**config.mk**
```make
export PLATFORM = sky130hd
export DESIGN_NAME = data_ram_arbiter
export DESIGN_NICKNAME = d
export VERILOG_FILES = /design/src/rtl/data_ram_arbiter.sv
export SDC_FILE = /design/constraint.sdc
export NUM_CORES = 1
export LEC_CHECK = 0
export ABC_CLOCK_PERIOD_IN_PS = 1800
export BUFFER_PORTS_ARGS = -buffer_cell sky130_fd_sc_hd__buf_4
export CORE_UTILIZATION = 25
export DETAILED_ROUTE_END_ITERATION = 10
export GPL_TIMING_DRIVEN = 0
export HOLD_SLACK_MARGIN = 0.15
export PLACE_DENSITY_LB_ADDON = 0.3
export SYNTH_ARGS = -nofsm -noshare
export SYNTH_HDL_FRONTEND = slang
export SYNTH_SLANG_ARGS = --single-unit
```
**constraint.sdc**
```tcl
create_clock -name clk -period 1.8 [get_ports clk]
set_clock_uncertainty 0.15 [all_clocks]
set_input_delay 0.36 -clock clk [delete_from_list [all_inputs] [get_ports clk]]
set_output_delay 0.36 -clock clk [all_outputs]
set_load 0.05 [all_outputs]
```
**src/rtl/data_ram_arbiter.sv**
```systemverilog
`default_nettype none
// +--------------------------------------------------------------------------+
// | Module   : data_ram_arbiter                                              |
// | Purpose  : Arbitrates CPU and debug ports onto a 1R1W data RAM, with     |
// |            independent read/write channels and write-first read bypass.  |
// |            Define DATA_ARB_STARVE_EN to enable debug anti-starvation.    |
// | Revision : 1.0  initial release                                          |
// +--------------------------------------------------------------------------+
module data_ram_arbiter #(
  parameter int STARVE_MAX = 8
) (
  input  logic        clk,
  input  logic        rst_n,
  // CPU port
  input  logic        c_req,
  input  logic        c_we,
  input  logic [9:0]  c_adr,
  input  logic [31:0] c_wdata,
  input  logic [3:0]  c_be,
  output logic        c_gnt,
  output logic        c_rvalid,
  output logic [31:0] c_rdata,
  // debug / loader port
  input  logic        d_req,
  input  logic        d_we,
  input  logic [9:0]  d_adr,
  input  logic [31:0] d_wdata,
  input  logic [3:0]  d_be,
  output logic        d_gnt,
  output logic        d_rvalid,
  output logic [31:0] d_rdata,
  // data RAM
  output logic [9:0]  ram_radr,
  input  logic [31:0] ram_rdata,
  output logic [9:0]  ram_wadr,
  output logic [31:0] ram_wdata,
  output logic [3:0]  ram_wen
);

  if (STARVE_MAX < 1 || STARVE_MAX > 15) begin : g_starve_max_range
    $error("data_ram_arbiter: STARVE_MAX must be within 1..15");
  end

  logic        r_run;
  logic        w_c_rd;
  logic        w_d_rd;
  logic        w_c_wr;
  logic        w_d_wr;
  logic        w_rd_d_prio;
  logic        w_wr_d_prio;
  logic        w_c_rgnt;
  logic        w_d_rgnt;
  logic        w_c_wgnt;
  logic        w_d_wgnt;
  logic        r_c_rvalid;
  logic        r_d_rvalid;
  logic [3:0]  r_byp_be;
  logic [31:0] r_byp_data;
  logic [31:0] w_rdata;

  // Grants stay off until the first edge after reset release, so no read can
  // be launched in the partial cycle in which rst_n deasserts.
  always_ff @(posedge clk or negedge rst_n) begin
    if (!rst_n) begin
      r_run <= 1'b0;
    end else begin
      r_run <= 1'b1;
    end
  end

  assign w_c_rd = r_run & c_req & ~c_we;
  assign w_d_rd = r_run & d_req & ~d_we;
  assign w_c_wr = r_run & c_req &  c_we;
  assign w_d_wr = r_run & d_req &  d_we;

`ifdef DATA_ARB_STARVE_EN
  localparam logic [3:0] C_STARVE_MAX = 4'(STARVE_MAX);

  logic [3:0] r_rd_starve;
  logic [3:0] r_wr_starve;

  assign w_rd_d_prio = (r_rd_starve == C_STARVE_MAX);
  assign w_wr_d_prio = (r_wr_starve == C_STARVE_MAX);

  always_ff @(posedge clk or negedge rst_n) begin
    if (!rst_n) begin
      r_rd_starve <= 4'd0;
      r_wr_starve <= 4'd0;
    end else begin
      if (w_d_rgnt) begin
        r_rd_starve <= 4'd0;
      end else if (w_d_rd && (r_rd_starve < C_STARVE_MAX)) begin
        r_rd_starve <= r_rd_starve + 4'd1;
      end
      if (w_d_wgnt) begin
        r_wr_starve <= 4'd0;
      end else if (w_d_wr && (r_wr_starve < C_STARVE_MAX)) begin
        r_wr_starve <= r_wr_starve + 4'd1;
      end
    end
  end
`else
  assign w_rd_d_prio = 1'b0;
  assign w_wr_d_prio = 1'b0;
`endif

  // Debug wins a channel only when uncontested or when it has starved.
  assign w_d_rgnt = w_d_rd & (~w_c_rd | w_rd_d_prio);
  assign w_c_rgnt = w_c_rd & ~w_d_rgnt;
  assign w_d_wgnt = w_d_wr & (~w_c_wr | w_wr_d_prio);
  assign w_c_wgnt = w_c_wr & ~w_d_wgnt;

  assign c_gnt = w_c_rgnt | w_c_wgnt;
  assign d_gnt = w_d_rgnt | w_d_wgnt;

  always_comb begin
    ram_radr = 10'd0;
    if (w_c_rgnt) begin
      ram_radr = c_adr;
    end else if (w_d_rgnt) begin
      ram_radr = d_adr;
    end
  end

  always_comb begin
    ram_wadr  = 10'd0;
    ram_wdata = 32'd0;
    ram_wen   = 4'b0000;
    if (w_c_wgnt) begin
      ram_wadr  = c_adr;
      ram_wdata = c_wdata;
      ram_wen   = c_be;
    end else if (w_d_wgnt) begin
      ram_wadr  = d_adr;
      ram_wdata = d_wdata;
      ram_wen   = d_be;
    end
  end

  // The RAM returns pre-write data on a same-address collision, so the
  // written bytes are captured here and merged over ram_rdata next cycle.
  always_ff @(posedge clk or negedge rst_n) begin
    if (!rst_n) begin
      r_c_rvalid <= 1'b0;
      r_d_rvalid <= 1'b0;
      r_byp_be   <= 4'b0000;
      r_byp_data <= 32'd0;
    end else begin
      r_c_rvalid <= w_c_rgnt;
      r_d_rvalid <= w_d_rgnt;
      r_byp_data <= ram_wdata;
      if ((w_c_rgnt | w_d_rgnt) && (ram_radr == ram_wadr)) begin
        r_byp_be <= ram_wen;
      end else begin
        r_byp_be <= 4'b0000;
      end
    end
  end

  always_comb begin
    w_rdata = ram_rdata;
    for (int i = 0; i < 4; i++) begin
      if (r_byp_be[i]) begin
        w_rdata[8*i +: 8] = r_byp_data[8*i +: 8];
      end
    end
  end

  assign c_rvalid = r_c_rvalid;
  assign d_rvalid = r_d_rvalid;
  assign c_rdata  = w_rdata;
  assign d_rdata  = w_rdata;

endmodule
`default_nettype wire

```
==> out/results.md, run 1 <==
| Item | Value | Unit |
| --- | --- | --- |
| Result of the run | finished with violations | - |
| Violated checks | negative setup slack | - |
| Number of buffers added to fix hold violations after cts | 1 | - |
| Worst-case vdd ir drop | 362 | µV |
| Crit-path max FO | 5 | - |
| Syn Inst Count | 258 | - |
| Post-synthesis cell type with the largest combined area | sky130_fd_sc_hd__dfrtp_1 | - |
| Commonest cells in the netlist | 55 x sky130_fd_sc_hd__a22o_1, 39 x sky130_fd_sc_hd__dfrtp_1, 34 x sky130_fd_sc_hd__buf_4, 32 x sky130_fd_sc_hd__mux2_2, 13 x sky130_fd_sc_hd__clkbuf_1 | - |
| Top-count cell post-synth | sky130_fd_sc_hd__a22o_1 | - |
| Syn-to-layout area delta | 171 | % |
| Placement Setup Slack | -441 | ps |
| Dominant combinational cell family by area after synthesis | compound AO/OA/AOI/OAI gates | - |
| Iteration-0 DRC Markers | 117 | - |
| Net count after synthesis | 388 | - |
| Share of power burned in registers | 25.9 | % |
| Data arrival, critical path | 1680 | ps |
| Synthesis Warnings | 0 | - |
| Final worst path period share | 122 | % |
| FF-to-FF End | r_byp_be[1]$_DFF_PN0_ | - |
| Count of input and output buffers | 251 | - |
| Avg Vias per Cell | 4.85 | - |
| Net total in the final layout | 693 | - |
| Combinational power share | 52.7 | % |
| Area contributors post-synth | sky130_fd_sc_hd__dfrtp_1 37%, sky130_fd_sc_hd__a22o_1 18%, sky130_fd_sc_hd__mux2_2 13% | - |
| #FFs+latches synth | 39 | - |
| RD Place Congestion | 0.826 | - |
| Logic depth of the worst register-to-register path | 8 | - |
| Post-synthesis mux area share | 13.5 | % |
| Critical path endpoint | ram_wdata[9] | - |
| Worst r2r src | r_run$_DFF_PN0_ | - |
| Floorplan die area | 11,100 | µm² |
| Maximum number of buffers from clock root to sink | 2 | - |
| Clock H-tree levels | 2 | - |
| Post-synthesis compound-gate area fraction | 26.6 | % |
| EDFF count, synth | 0 | - |
| Die height | 105 | µm |
| Clock latency at the later pin of the worst-skew pair | 280 | ps |
| Type of the worst min-delay path | in -> reg | - |
| Mean instance size in the synthesized netlist | 10.4 | µm² |
| Number of global-route vias before repair | 3,658 | - |
| Post-route minimum period | 2190 | ps |
| Proportion of synthesized flip-flops having asynchronous set or reset | 100 | % |
| First-pass GRT wire length | 20.0 | mm |
| Setup Viol. Count Final | 126 | - |
| Headroom to the max-slew limit | 64.7 | % |
| Util after Layout | 70.2 | % |
| Sequential area share after synthesis | 36.5 | % |
| CP Capture Type | primary output | - |
| FMAX | 456 | MHz |
| Xor and xnor fraction of the mapped netlist area | 1.36 | % |
| Portion of synthesized cell area occupied by the leading cell type | 36.5 | % |
| Routed wire length per instance | 19.2 | µm |
| Remaining DRCs | 0 | - |
| Switching part of the total | 36.4 | % |
| Worst Slack Setup Final | -395 | ps |
| Tot Pwr | 3.56 | mW |
| Number of endpoints with negative hold slack in the final report | 0 | - |
| Count of max-cap constraint violations | 0 | - |
| Setup Total Neg Slack | -25,850 | ps |
| Relative contribution of the clock network to total power | 21.4 | % |
| CTS Root Buffer Type | sky130_fd_sc_hd__clkbuf_8 | - |
| Setup crit start kind | register | - |
| Clock edge transition at the registers on the reported setup and hold paths | 80 | ps |
| Main synth FF type | sky130_fd_sc_hd__dfrtp_1 | - |
| Clock buffer count from CTS | 5 | - |
| RSZ-0062 raised after global routing | true | - |
| Max-slew violation count | 0 | - |
| CTS tree | built | - |
| Overflow left after global routing | 0 | - |
| Count of standard-cell rows | 37 | - |
| Adder and majority gate portion of the synthesized area | 0 | % |
| Number of distinct library cell variants in the gate-level netlist after synthesis | 43 | - |
| Final WL | 13.4 | mm |
| Detailed Place HPWL | 8.78 | mm |
| Routed via count | 3,394 | - |
| Largest net degree at the start of global routing | 40 | - |
| Remaining number of nets flagged by the antenna check after routing | 0 | - |
| Worst setup path category | reg -> out | - |
| Top-Level Pins | 254 | - |
| Starting density of the core | 25.9 | % |
| Post-Synth Simple-Gate Area | 8.15 | % |
| Slew at the pin closest to its max-slew limit | 530 | ps |
| Setup slack of the worst register-to-register path | -300 | ps |
| Antenna violations before repair | 0 | - |
| TritonCTS Sinks | 39 | - |
| Worst Path Required | 1290 | ps |
| Source of the worst hold timing path | d_wdata[5] | - |
| Global-route total usage across every layer | 23.2 | % |
| Leakage power | 3.65 | nW |
| Internal Power | 2.27 | mW |
| Layout cells sized above 1 | 82.8 | % |
| Horiz. Die Dim | 105 | µm |
| Number of diodes | 0 | - |
| Switching power total | 1.30 | mW |
| CP startpoint | r_run$_DFF_PN0_ | - |
| Area of the placeable core | 10,300 | µm² |
| TritonRoute pass-1 iters | 4 | - |
| Power density relative to cell area | 492 | nW/µm² |
| Area of the mapped netlist | 2670 | µm² |
## cells by family after synthesis
kind of cell	Yosys count
buffers and inverters	59
and+or+nand+nor	37
DFF	39
muxes	32
xor gates and xnor gates	2
other	1
AOI/OAI and AO/OA	88
## registers in the layout (all words and copies together), names as in the netlist
signal,count
d_rvalid,1
c_rvalid,1
r_byp_be,4
r_run,1
r_byp_data,32
## critical path, stage by stage, from the launching register on
cell and delay [ps]:
sky130_fd_sc_hd__dfrtp_1 390, sky130_fd_sc_hd__buf_6 150, sky130_fd_sc_hd__nand3_4 80, sky130_fd_sc_hd__a21oi_4 160, sky130_fd_sc_hd__buf_6 180, sky130_fd_sc_hd__clkbuf_16 160, sky130_fd_sc_hd__a22o_4 120, sky130_fd_sc_hd__buf_8 140
## area by class of cell
cell class,instances,area (µm²)
plain buffers,51,708
clock inverters,2,35.0
flip-flops and latches,39,976
repair buffers,298,3170
clock buffers,6,82.6
well taps,136,170
inverters,8,33.8
multi-input cells,160,2080
fillers,686,3070
## how the worst min path moves through the flow
| stage | to | slack, ps | cells past startpoint |
|---|---|---|---|
| 2_1_floorplan | c_rvalid$_DFF_PN0_ | -90 | 0 |
| 3_3_place_gp | r_byp_data[19]$_DFF_PN0_ | 220 | 1 |
| 3_5_place_dp | r_byp_data[19]$_DFF_PN0_ | 220 | 1 |
| 4_1_cts | r_byp_data[12]$_DFF_PN0_ | 140 | 2 |
| 5_1_grt | r_byp_data[0]$_DFF_PN0_ | 140 | 2 |
| 6_report | r_byp_data[5]$_DFF_PN0_ | 150 | 2 |
## power by group through the flow
| stage | clock, mW | sequential, mW | combinational [mW] |
|---|---|---|---|
| floorplan | 0 | 0.940 | 0.886 |
| global placement | 0 | 0.936 | 1.42 |
| detailed placement | 0 | 0.937 | 1.44 |
| CTS | 0.795 | 0.921 | 1.84 |
| global route | 0.823 | 0.924 | 1.95 |
| finish | 0.763 | 0.922 | 1.88 |
## cell usage in the layout (no fill, tap or decap), drive strengths merged, types with 2 or more instances in the layout
cell    count
nand4       3
nand3       3
clkbuf     20
nor2b       4
nor4b       4
a21oi       5
a22o       55
nand2b      3
nor2        2
mux2       32
a31oi       3
buf       334
dfrtp      39
o21ai      10
a22oi       2
inv         7
o22ai       2
nand2      12
## repair_timing
item,in CTS,in global routing
cloned,8,1
gates resized for setup,326,19
hold endpoints to repair,58,17
setup buffers,33,6
setup endpoints to repair,126,126
pin swaps,45,10
## stage by stage
stage,hold slack [ps],std cells,area [µm²]
5_1_grt,139,700,7250
6_report,153,700,7250
2_1_floorplan,-85.6,258,3220
3_3_place_gp,221,645,5270
3_5_place_dp,224,645,5270
4_1_cts,140,695,7130
## per-layer routing
metal | up-vias | track usage, % | routed length (µm)
li1 | 1551 | - | -
met1 | 1668 | 25.2 | 4770
met2 | 163 | 45.8 | 7680
met3 | 12 | 4.70 | 828
met4 | 0 | 4.93 | 148
met5 | - | 0 | 0
Note: power is estimated with default switching activity, not from simulation.
==> inputs of run 2 (changes only) <==
--- a/config.mk
+++ b/config.mk
@@ -5,9 +5,10 @@
 export SDC_FILE = /design/constraint.sdc
 export NUM_CORES = 1
 export LEC_CHECK = 0
-export ABC_CLOCK_PERIOD_IN_PS = 1800
+export ABC_CLOCK_PERIOD_IN_PS = 2700
 export BUFFER_PORTS_ARGS = -buffer_cell sky130_fd_sc_hd__buf_4
 export CORE_UTILIZATION = 25
+export CTS_BUF_LIST = sky130_fd_sc_hd__clkbuf_8
 export DETAILED_ROUTE_END_ITERATION = 10
 export GPL_TIMING_DRIVEN = 0
 export HOLD_SLACK_MARGIN = 0.15
==> constraint.sdc (replaced) <==
create_clock -name clk -period 2.7 [get_ports clk]
set_clock_uncertainty 0.15 [all_clocks]
set_input_delay 0.54 -clock clk [delete_from_list [all_inputs] [get_ports clk]]
set_output_delay 0.54 -clock clk [all_outputs]
set_load 0.05 [all_outputs]
==> out/results.md, run 2 (synthesized netlist as in run 1, its figures left out) <==
| Item | Value | Unit |
| --- | --- | --- |
| Result of the run | finished, final reports clean | - |
| Util after Layout | 48.1 | % |
| Worst-case vdd ir drop | 202 | µV |
| Die height | 105 | µm |
| Final worst path period share | 96.7 | % |
| Largest net degree at the start of global routing | 40 | - |
| Combinational power share | 44.7 | % |
| Setup Viol. Count Final | 0 | - |
| Largest stage delay, worst path | 370 | ps |
| CTS tree | built | - |
| Post-route minimum period | 2610 | ps |
| Most frequent cells in the layout | 294 x sky130_fd_sc_hd__buf_4, 55 x sky130_fd_sc_hd__a22o_1, 39 x sky130_fd_sc_hd__dfrtp_1, 32 x sky130_fd_sc_hd__mux2_2, 12 x sky130_fd_sc_hd__nand2_1 | - |
| Hold Path Stages | 2 | - |
| Layout cells sized above 1 | 67.4 | % |
| Antenna violations before repair | 0 | - |
| Top-Level Pins | 254 | - |
| Area of the placeable core | 10,300 | µm² |
| Worst Slack Setup Final | 90.1 | ps |
| Worst setup path category | reg -> out | - |
| Relative contribution of the clock network to total power | 24.8 | % |
| Routed wire length per instance | 17.1 | µm |
| Final WL | 11.3 | mm |
| Global-route total usage across every layer | 19.7 | % |
| Routed via count | 3,095 | - |
| Max-slew violation count | 0 | - |
| Floorplan die area | 11,100 | µm² |
| Count of input and output buffers | 251 | - |
| CTS Root Buffer Type | sky130_fd_sc_hd__clkbuf_8 | - |
| Most common cell after layout, fill and taps aside | sky130_fd_sc_hd__buf_4 | - |
| Maximum number of buffers from clock root to sink | 2 | - |
| Overflow left after global routing | 0 | - |
| Detailed Place HPWL | 8.94 | mm |
| Clock latency at the later pin of the worst-skew pair | 290 | ps |
| Horiz. Die Dim | 105 | µm |
| Min Hold Slack | 332 | ps |
| Number of global-route vias before repair | 2,891 | - |
| Switching part of the total | 38.3 | % |
| Sequence of cells on the critical path | buf_4 > nand2_1 > nor2_4 > clkbuf_4 > a22o_1 > buf_4 | - |
| Avg Vias per Cell | 4.69 | - |
| Placement Setup Slack | -272 | ps |
| Count of standard-cell rows | 37 | - |
| Clock buffer count from CTS | 5 | - |
| RSZ-0062 raised after global routing | true | - |
| FMAX | 383 | MHz |
| Net total in the final layout | 653 | - |
| Clock H-tree levels | 2 | - |
| RD Place Congestion | 0.862 | - |
| Post-Layout Inst Area | 4970 | µm² |
| Register with the highest flop count | r_byp_data | - |
| First-pass GRT wire length | 17.0 | mm |
| Total of fill cells in the finished design | 1,011 | - |
| Tot Pwr | 2.01 | mW |
| Setup crit start kind | register | - |
| Cell area after placement | 4730 | µm² |
| Starting density of the core | 25.9 | % |
| Crit-path max FO | 10 | - |
| TritonCTS Sinks | 39 | - |
| Master of the slowest instance on the critical path | sky130_fd_sc_hd__dfrtp_1 | - |
| Number of diodes | 0 | - |
| Clock edge transition at the registers on the reported setup and hold paths | 90 | ps |
| Leakage power | 2.60 | nW |
| Switching power total | 0.768 | mW |
| CP most frequent cell | sky130_fd_sc_hd__buf_4 | - |
| Remaining number of nets flagged by the antenna check after routing | 0 | - |
| Remaining DRCs | 0 | - |
| Number of endpoints with negative hold slack in the final report | 0 | - |
| Number of flip-flops under the largest register name | 32 | - |
| Share of power burned in registers | 30.5 | % |
| Iteration-0 DRC Markers | 224 | - |
| Syn-to-layout area delta | 85.8 | % |
| Worst Path Required | 2010 | ps |
| Internal Power | 1.24 | mW |
| Data arrival, critical path | 1920 | ps |
| TritonRoute pass-1 iters | 4 | - |
| Type of the worst min-delay path | in -> reg | - |
| Leading registers by flop count | r_byp_data (32), r_byp_be (4) | - |
| Count of max-cap constraint violations | 0 | - |
| Slew at the pin closest to its max-slew limit | 578 | ps |
| Logic depth of the worst register-to-register path | 6 | - |
| CP Capture Type | primary output | - |
| Headroom to the max-slew limit | 61.5 | % |
| Power density relative to cell area | 404 | nW/µm² |
[run 2: cell count changes in the layout (fill, tap and decap cells not counted), moves of 32 or more]
cell | previous run | this run
sky130_fd_sc_hd__a22o_1 | 0 | 55
sky130_fd_sc_hd__a22o_4 | 54 | 0
sky130_fd_sc_hd__mux2_4 | 32 | 0
sky130_fd_sc_hd__mux2_2 | 0 | 32
sky130_fd_sc_hd__buf_4 | 155 | 294
sky130_fd_sc_hd__buf_6 | 81 | 5
sky130_fd_sc_hd__buf_8 | 95 | 0
[run 2: worst paths after layout]
kind / endpoint / slack, ps / start
worst min register to register: d_rvalid$_DFF_PN0_ / 750 / r_run$_DFF_PN0_
max in group asynchronous: r_byp_data[30]$_DFF_PN0_ / 1400 / rst_n
worst max register to register: r_byp_be[1]$_DFF_PN0_ / 500 / r_run$_DFF_PN0_
worst min-delay path: r_byp_data[18]$_DFF_PN0_ / 330 / d_wdata[18]
min in group asynchronous: r_byp_data[14]$_DFF_PN0_ / 620 / rst_n
worst max-delay path: ram_wdata[16] / 90 / r_run$_DFF_PN0_
[run 2: final cells by class]
cell class	count	area (µm²)	area share, %
repair buffers	258	1950	39.3
multi-input cells	160	1350	27.1
flip-flops and latches	39	976	19.7
plain buffers	51	378	7.61
well taps	136	170	3.43
clock buffers	5	68.8	1.39
clock inverters	3	43.8	0.882
inverters	8	30.0	0.605
[run 2: through the flow]
| stage | setup TNS (ps) | cells |
|---|---|---|
| 2_1_floorplan | 0 | 258 |
| 3_3_place_gp | -7210 | 645 |
| 3_5_place_dp | -8430 | 645 |
| 4_1_cts | 0 | 657 |
| 5_1_grt | -55.3 | 660 |
| 6_report | 0 | 660 |
[run 2: per-layer routing]
layer  GRT usage (%)  vias to the layer above  part of all wire [%]
met5               0                        -                     0
met4            3.72                        0                  0.83
met3            4.21                        7                   6.5
met2            36.7                      126                    55
met1            23.1                     1495                    38
li1                -                     1467                     -
[run 2: repair_timing]
action | CTS | global route
pin swaps | 1 | 1
gates resized for setup | 16 | 15
endpoints found under the hold margin | 39 | 0
cloned | 0 | 0
buffers inserted | 3 | 3
endpoints found under the setup margin | 40 | 49
hold buffers | 1 | 0
[run 2: worst max-delay path: cells and delay by family (launching register included)]
family	cells	cell delay (ps)
flip-flops	1	370
AO/OA/AOI/OAI	1	210
buffers and inverters	3	650
AND/OR/NAND/NOR	2	390
[run 2: power by group through the flow]
stage               sequential [mW]  combinational (mW)  clock [mW]
detailed placement            0.624               0.884           0
global route                  0.615               0.943       0.538
floorplan                     0.626               0.526           0
CTS                           0.613               0.895       0.516
global placement              0.623               0.877           0
finish                        0.612               0.898       0.497
==> inputs of run 3 (changes only) <==
--- a/config.mk
+++ b/config.mk
@@ -7,9 +7,10 @@
 export LEC_CHECK = 0
 export ABC_CLOCK_PERIOD_IN_PS = 2700
 export BUFFER_PORTS_ARGS = -buffer_cell sky130_fd_sc_hd__buf_4
-export CORE_UTILIZATION = 25
+export CORE_AREA = 2 2 97 99
 export CTS_BUF_LIST = sky130_fd_sc_hd__clkbuf_8
 export DETAILED_ROUTE_END_ITERATION = 10
+export DIE_AREA = 0 0 99 101
 export GPL_TIMING_DRIVEN = 0
 export HOLD_SLACK_MARGIN = 0.15
 export PLACE_DENSITY_LB_ADDON = 0.3
==> out/results.md, run 3 (synthesized netlist as in run 1, its figures left out) <==
| Item | Value | Unit |
| --- | --- | --- |
| Max-slew violation count | 0 | - |
| Clock buffer count from CTS | 5 | - |
| Worst-case vdd ir drop | 224 | µV |
| CTS Root Buffer Type | sky130_fd_sc_hd__clkbuf_8 | - |
| Remaining DRCs | 0 | - |
| Syn-to-layout area delta | 89.1 | % |
| Area of the placeable core | 8980 | µm² |
| Horiz. Die Dim | 99 | µm |
| Type of the worst min-delay path | in -> reg | - |
| Maximum number of buffers from clock root to sink | 2 | - |
| Count of input and output buffers | 251 | - |
| Data arrival, critical path | 1900 | ps |
| Remaining number of nets flagged by the antenna check after routing | 0 | - |
| Source of the worst hold timing path | d_wdata[19] | - |
| Leading registers by flop count | r_byp_data (32), r_byp_be (4) | - |
| TritonRoute pass-1 iters | 4 | - |
| Register with the highest flop count | r_byp_data | - |
| Worst Slack Setup Final | 106 | ps |
| Number of flip-flops under the largest register name | 32 | - |
| Worst setup path category | reg -> out | - |
| Result of the run | finished, final reports clean | - |
| Floorplan die area | 10000 | µm² |
| Count of max-cap constraint violations | 0 | - |
| Cell area after placement | 4700 | µm² |
| Power density relative to cell area | 414 | nW/µm² |
| Placement Setup Slack | -398 | ps |
| Worst r2r src | r_run$_DFF_PN0_ | - |
| Antenna violations before repair | 0 | - |
| Post-Layout Inst Area | 5050 | µm² |
| Clock edge transition at the registers on the reported setup and hold paths | 80 | ps |
| CP startpoint | r_run$_DFF_PN0_ | - |
| Overflow left after global routing | 0 | - |
| Avg Vias per Cell | 4.93 | - |
| Routed via count | 3,147 | - |
| Crit-path max FO | 10 | - |
| Final worst path period share | 96.1 | % |
| Routed wire length per instance | 17.2 | µm |
| Net total in the final layout | 656 | - |
| Slew at the pin closest to its max-slew limit | 527 | ps |
| Number of endpoints with negative hold slack in the final report | 0 | - |
| CP Capture Type | primary output | - |
| Top-Level Pins | 254 | - |
| Setup Viol. Count Final | 0 | - |
| Headroom to the max-slew limit | 64.8 | % |
| First-pass GRT wire length | 16.2 | mm |
| Detailed Place HPWL | 8.60 | mm |
| RD Place Congestion | 0.900 | - |
| Largest net degree at the start of global routing | 40 | - |
| Clock H-tree levels | 2 | - |
| CTS tree | built | - |
| Iteration-0 DRC Markers | 79 | - |
| Number of global-route vias before repair | 3,136 | - |
| Leakage power | 2.65 | nW |
| Total of fill cells in the finished design | 827 | - |
| Clock latency at the later pin of the worst-skew pair | 280 | ps |
| Most common cell after layout, fill and taps aside | sky130_fd_sc_hd__buf_4 | - |
| Starting density of the core | 29.8 | % |
| Die height | 101 | µm |
| Tot Pwr | 2.09 | mW |
| FMAX | 385 | MHz |
| Global-route total usage across every layer | 20.4 | % |
| Setup crit start kind | register | - |
| Final WL | 11.0 | mm |
| Post-route minimum period | 2590 | ps |
| Count of standard-cell rows | 35 | - |
| Most frequent cells in the layout | 279 x sky130_fd_sc_hd__buf_4, 53 x sky130_fd_sc_hd__a22o_1, 39 x sky130_fd_sc_hd__dfrtp_1, 32 x sky130_fd_sc_hd__mux2_2, 16 x sky130_fd_sc_hd__buf_6 | - |
| Number of diodes | 0 | - |
| Worst Path Required | 2010 | ps |
| Layout cells sized above 1 | 67.9 | % |
| TritonCTS Sinks | 39 | - |
-- run 3: per-stage QoR --
stage	hold slack [ps]	instances	utilization, %	setup TNS (ps)
after CTS	329	637	55.3	0
after global routing	336	638	56.3	-12.3
after floorplan	94.4	258	-	0
final	342	638	56.3	0
after global placement	395	620	52.3	-10010
after detailed placement	409	620	52.3	-10940
-- run 3: cell type report --
type                            count  area [µm²]  share of cell area [%]
Buffer                             51         373                    7.38
Clock buffer                        5        68.8                    1.36
Clock inverter                      3        63.8                    1.26
Inverter                            8        30.0                   0.594
Multi-Input combinational cell    160        1370                    27.1
Sequential cell                    39         976                    19.3
Tap cell                          111         139                    2.75
Timing Repair Buffer              261        2040                    40.3
-- run 3: report_power, final --
part | switching, mW | internal (mW)
sequential | 0.00653 | 0.607
combinational | 0.546 | 0.368
clock | 0.201 | 0.366
total | 0.754 | 1.34
-- run 3: path summary, 6_finish.rpt --
check | cells past startpoint | slack [ps] | to
setup / recovery | 7 | 110 | ram_wadr[3]
hold / removal | 2 | 340 | r_byp_data[19]$_DFF_PN0_
setup reg to reg | 6 | 370 | r_byp_be[3]$_DFF_PN0_
hold reg to reg | 3 | 810 | d_rvalid$_DFF_PN0_
max in group asynchronous | 2 | 1420 | r_byp_data[6]$_DFF_PN0_
min in group asynchronous | 2 | 620 | r_byp_data[20]$_DFF_PN0_
-- run 3: critical path, cell delays in order (launching register included) --
cell and delay (ps):
sky130_fd_sc_hd__dfrtp_1 400, sky130_fd_sc_hd__buf_6 170, sky130_fd_sc_hd__nand3_2 110, sky130_fd_sc_hd__a21oi_4 160, sky130_fd_sc_hd__buf_4 190, sky130_fd_sc_hd__clkbuf_4 220, sky130_fd_sc_hd__a22o_1 160, sky130_fd_sc_hd__buf_4 200
-- run 3: metal layers --
layer  track usage, %  routed length (µm)
met4             5.80                 212
met5                0                   0
met3             3.81                 798
met1             24.1                4190
met2             37.7                5750
-- run 3: what timing repair did --
action / 4_1_cts / 5_1_grt
gates resized for setup: 17 / 22
setup endpoints to repair: 45 / 42
hold buffers: 1 / 0
pin swaps: 1 / 2
setup buffers: 8 / 1
endpoints found under the hold margin: 39 / 0
